==> config.mk <==
export PLATFORM = sky130hd
export DESIGN_NAME = match_event_fifo
export DESIGN_NICKNAME = d
export VERILOG_FILES = /design/src/rtl/match_event_fifo.sv
export SDC_FILE = /design/constraint.sdc
export NUM_CORES = 1
export LEC_CHECK = 0
export CORE_MARGIN = 4
export CORE_UTILIZATION = 40
export CTS_CLUSTER_DIAMETER = 50
export DETAILED_ROUTE_END_ITERATION = 10
export GPL_TIMING_DRIVEN = 0
export PLACE_DENSITY = 0.56
export SLEW_MARGIN = 10
export SYNTH_ARGS = -nofsm -noshare
export SYNTH_HDL_FRONTEND = slang
export SYNTH_SLANG_ARGS = --single-unit
==> constraint.sdc <==
create_clock -name clk -period 7.3 [get_ports clk]
set_input_delay 1.095 -clock clk [delete_from_list [all_inputs] [get_ports clk]]
set_output_delay 1.095 -clock clk [all_outputs]
set_load 0.02 [all_outputs]
==> src/rtl/match_event_fifo.sv <==
// match_event_fifo: turns each rising edge of the detector match flag into a
// timestamped event, buffers events in a first-word-fall-through FIFO, and
// keeps a saturating match counter plus a sticky overflow flag.
module match_event_fifo #(
    parameter int DEPTH = 8,
    parameter int TS_W  = 8,
    parameter int CNT_W = 8
) (
    input  logic                     clk,
    input  logic                     rst_n,
    input  logic                     ans,
    input  logic                     clr,
    input  logic                     rd_en,
    output logic [TS_W-1:0]          rd_data,
    output logic                     empty,
    output logic                     full,
    output logic [$clog2(DEPTH):0]   level,
    output logic [CNT_W-1:0]         count,
    output logic                     overflow
);

    localparam int AW = $clog2(DEPTH);
    localparam int PW = AW + 1;

    logic [TS_W-1:0] ts;
    logic            ans_d;
    logic [PW-1:0]   wr_ptr;
    logic [PW-1:0]   rd_ptr;
    logic [TS_W-1:0] mem [DEPTH];

    logic event_hit;
    logic push;
    logic pop;
    logic do_write;
    logic drop;

    // Counter increment that sticks at all-ones instead of wrapping.
    function automatic logic [CNT_W-1:0] sat_inc(input logic [CNT_W-1:0] v);
        if (&v) return v;
        return v + CNT_W'(1);
    endfunction

    // A held match level produces a single event on its first cycle.
    assign event_hit = ans & ~ans_d;
    assign push      = event_hit & ~clr;
    assign pop       = rd_en & ~empty & ~clr;
    // When full, a simultaneous pop frees the head slot, which the new entry reuses.
    assign do_write  = push & (~full | pop);
    assign drop      = push & full & ~pop;

    // Extra pointer MSB distinguishes full from empty when the indices coincide.
    assign level   = wr_ptr - rd_ptr;
    assign empty   = (wr_ptr == rd_ptr);
    assign full    = (wr_ptr[AW] != rd_ptr[AW]) && (wr_ptr[AW-1:0] == rd_ptr[AW-1:0]);
    assign rd_data = mem[rd_ptr[AW-1:0]];

    // Free-running timestamp and match-flag history; ans_d samples even during clr.
    always_ff @(posedge clk or negedge rst_n) begin
        if (!rst_n) begin
            ts    <= '0;
            ans_d <= 1'b0;
        end else begin
            ans_d <= ans;
            if (clr) ts <= '0;
            else     ts <= ts + TS_W'(1);
        end
    end

    // FIFO pointers, match counter and sticky overflow; clr overrides everything.
    always_ff @(posedge clk or negedge rst_n) begin
        if (!rst_n) begin
            wr_ptr   <= '0;
            rd_ptr   <= '0;
            count    <= '0;
            overflow <= 1'b0;
        end else if (clr) begin
            wr_ptr   <= '0;
            rd_ptr   <= '0;
            count    <= '0;
            overflow <= 1'b0;
        end else begin
            if (do_write)  wr_ptr <= wr_ptr + PW'(1);
            if (pop)       rd_ptr <= rd_ptr + PW'(1);
            if (event_hit) count  <= sat_inc(count);
            if (drop)      overflow <= 1'b1;
        end
    end

    // Event storage; cleared at reset so the head word reads as zero out of reset.
    always_ff @(posedge clk or negedge rst_n) begin
        if (!rst_n) begin
            for (int i = 0; i < DEPTH; i++) mem[i] <= '0;
        end else if (do_write) begin
            mem[wr_ptr[AW-1:0]] <= ts;
        end
    end

endmodule
==> impl.org <==
** Global routing
- Number of antenna violations at the first check in global routing :: 0
- GR Overflow Total :: 0
- Entering global routing, the biggest net connects 61 pins.
- Vias in the first global route :: approximately 2,900
- In the global route stage, overall resource usage came out at 0.153.
- The first global-routing pass estimated roughly 15,000 um of wire.

** Clock network
- After clock tree synthesis, the clock-pin slew on the worst setup and hold paths is 0.09 ns.
- TritonCTS built the clock tree.
- Clock buffer count from CTS :: 9
- Post-CTS timing repair inserted 0 buffers for setup.
- Buffer depth of the longest clock path :: 2
- Clock latency on the worst-skew pair :: approximately 0.36 ns
- Number of sinks handled by clock tree synthesis :: 90
- Number of hold buffers added after cts :: 0
- Depth of the CTS H-tree :: 3
- Clock tree synthesis selected as its root buffer the cell clkbuf_8.
- Number of gates given a new drive strength after cts :: 0

** Synthesis
- The number of nets in the synthesized netlist is 348.
- For this run, asynchronously set or reset flops after synthesis account for 1.00.
- Gate count after technology mapping :: 335
- In this run the cell area of the synthesized design comes to 4400 um2.
- Sequential cell area fraction in the yosys report :: 0.512
- The synthesized design contains 90 register bits.
- Leading register cell type out of synthesis :: dfrtp_1
- A synthesized cell averages about 13 um2.
- Synthesis instantiated between 40 and 50 different standard cells from the library.
- Yosys mapped a number of flops with a built-in enable equal to 0.
- For this run, the number of Yosys warnings is 0.

** Placement
- The placed instances occupy a cell area of ~5000 um2.
- IO buf count :: 26
- Total half-perimeter wirelength after legalization and detailed placement :: about 6200 um
- Routability-driven placement finished with a final weighted congestion of slightly above 0.7.
- Post-Place Setup Slack :: 3.08 ns

** Die
- After floorplanning, the core was divided into 38 placement rows.
- Core area :: between 10,000 and 15,000 um2
- Die width :: about 110 um
- Die Outline Area :: approximately 13,000 um2
- The floorplan step set the die height to around 110 um.
- Effective utilization at floorplan :: 0.408
- 28 I/O pins were placed.

** Route
- Sum of routed wire length over all layers :: between 8000 and 9000 um
- In the routed design, unresolved DRC markers number 0.
- The first routing iteration left slightly below 80 violations.
- After detailed routing, the number of vias per cell comes to a little over 5.
- Total vias in the final route :: 2,670
- The first detailed-routing pass ran for 4 iterations.
- Final antenna-violating net count :: 0
- Average wire per standard cell :: between 15 and 20 um

** Timing
- Transition time at the pin with the least slew margin :: 0.694 ns
- Dividing the final minimum period by the clock period gives 0.623.
- Based on the critical path, the design can be clocked at up to between 200 and 250 MHz.
- Pins over their slew limit :: 0
- Setup repair after global routing missed its margin :: false
- For the final database, setup skew stands at 0.0152 ns.
- After layout, the worst setup slack is ~2.8 ns.
- Setup total negative slack on the finished layout was measured at 0 ns.
- Count of endpoints failing setup in the final report :: 0
- Post-layout min period :: 4.55 ns
- Hold slack final :: 0.509 ns
- Headroom to the max-slew limit came out at 0.538.
- Number of endpoints with negative hold slack in the final report :: 0

** Min path
- The min-delay analysis places its worst path in the category reg2reg.
- Along the worst hold path, the cell count comes to 1.

** Layout
- Net total in the final layout :: roughly 390
- The finished cells cover around 5100 um2.
- Fraction of final layout cells sized beyond drive strength 1 :: 0.307
- The filler cells instantiated in the layout total 977.
- The number of antenna diodes in the final layout is 0.
- Top library cells by usage in the layout, fill and taps aside :: dfrtp_1 (90), mux2_2 (54), nand2_1 (32)
- Layout overhead on the synthesized area :: 15.1%
- Leaving out fill and tap cells, the most frequent cell in the layout is dfrtp_1.

** Critical path
- Required time at the endpoint of the critical path :: just over 6 ns
- Worst setup slack for register-to-register paths :: ~3.8 ns
- Startpoint-to-endpoint class of the critical path :: reg2out
- Nature of the critical path endpoint :: output port
- Kind of launch point of the worst setup path :: flop
- Highest fanout seen on the critical path :: 10
- Data on the critical path arrives at its endpoint at about 3.5 ns.
- Counting cells, the worst reg-to-reg path comes to 8.

** Status
- Result of the run :: finished clean

** Pwr
- Power density relative to cell area :: around 200 nW/um2
- Worst-case vdd ir drop :: roughly 0.1 mV
- For this design the static power due to leakage is about 2.3 nW.
- Overall power consumption after layout is estimated at a little over 1 mW.

** Job
- Max-cap violations in this run came to 0.
-- power breakdown --
part	switching (mW)	total, mW	internal (mW)
logic	0.0823	0.146	0.0641
clock network	0.181	0.349	0.168
registers	0.00979	0.521	0.511
total	0.273	1.02	0.743
-- per-stage QoR --
stage,util,cells
floorplan,-,335
global placement,0.448,501
detailed placement,0.450,502
CTS,0.469,518
global route,0.469,518
finish,0.469,518
-- metal layers --
layer  up-vias  share of wire  wire, um  global-route usage
met3         4          0.024       213              0.0348
met2        25           0.48      4310               0.250
met1      1369           0.49      4390               0.213
li1       1272              -         -                   -
met5         -              0         0                   0
met4         0         0.0057        51              0.0288
-- worst max-delay path, cell delays in order, from the launching register on --
cell	delay, ns
dfrtp_1	0.41
clkbuf_1	0.55
clkbuf_1	0.57
inv_1	0.10
ha_1	0.31
nand3_1	0.32
nor2_1	0.19
clkdlybuf4s50_1	0.62
-- worst paths after layout --
path / startpoint / to
max in group asynchronous: rst_n / mem[48]
worst max register to register: rd_ptr[1] / mem[44]
worst max-delay path: rd_ptr[1] / empty
min in group asynchronous: rst_n / mem[31]
worst min register to register: mem[1] / mem[1]
worst min-delay path: mem[1] / mem[1]
-- final cells by class --
| type | instances | area [um2] | area share |
|---|---|---|---|
| flip-flops and latches | 90 | 2250 | 0.445 |
| multi-input cells | 218 | 2030 | 0.400 |
| repair buffers | 27 | 285 | 0.0563 |
| well taps | 140 | 175 | 0.0346 |
| clock buffers | 10 | 138 | 0.0272 |
| plain buffers | 20 | 97.6 | 0.0193 |
| clock inverters | 6 | 66.3 | 0.0131 |
| inverters | 7 | 26.3 | 0.00519 |
-- synth_stat cells, drive strengths merged, types with 2 or more instances --
master	n	area, um2
dfrtp	90	2250
mux2	64	758
nand2	32	120
nor2	23	91.3
mux4	16	360
clkbuf	14	53.8
nand3	10	60.1
xor2	9	78.8
ha	7	87.6
inv	7	26.3
xnor2	7	68.8
buf	6	43.8
nor3	6	63.8
a21oi	5	25.0
and3	5	31.3
a31oi	4	25.0
o21ai	4	20.0
mux2i	3	30.0
and4	2	17.5
and4b	2	20.0
nor2b	2	12.5
nor4b	2	23.8
o31ai	2	20.0
or3	2	12.5
-- registers in the layout, indices dropped and copies added, names as in the netlist --
| name | count |
|---|---|
| overflow | 1 |
| ts | 8 |
| count | 8 |
| ans_d | 1 |
| rd_ptr | 4 |
| mem | 64 |
| wr_ptr | 4 |
-- kinds of logic (layout without fill, tap and decap cells) --
logic type / count (synthesis) / in the layout / share of synthesized area
flops: 90 / 90 / 0.512
simple gates: 90 / 90 / 0.110
mux: 83 / 83 / 0.261
buf+inv: 27 / 70 / 0.0281
compound gates: 21 / 21 / 0.0313
xor+xnor: 16 / 16 / 0.0335
fa+ha+maj: 8 / 8 / 0.0244
Note: power is estimated with default switching activity, not from simulation.
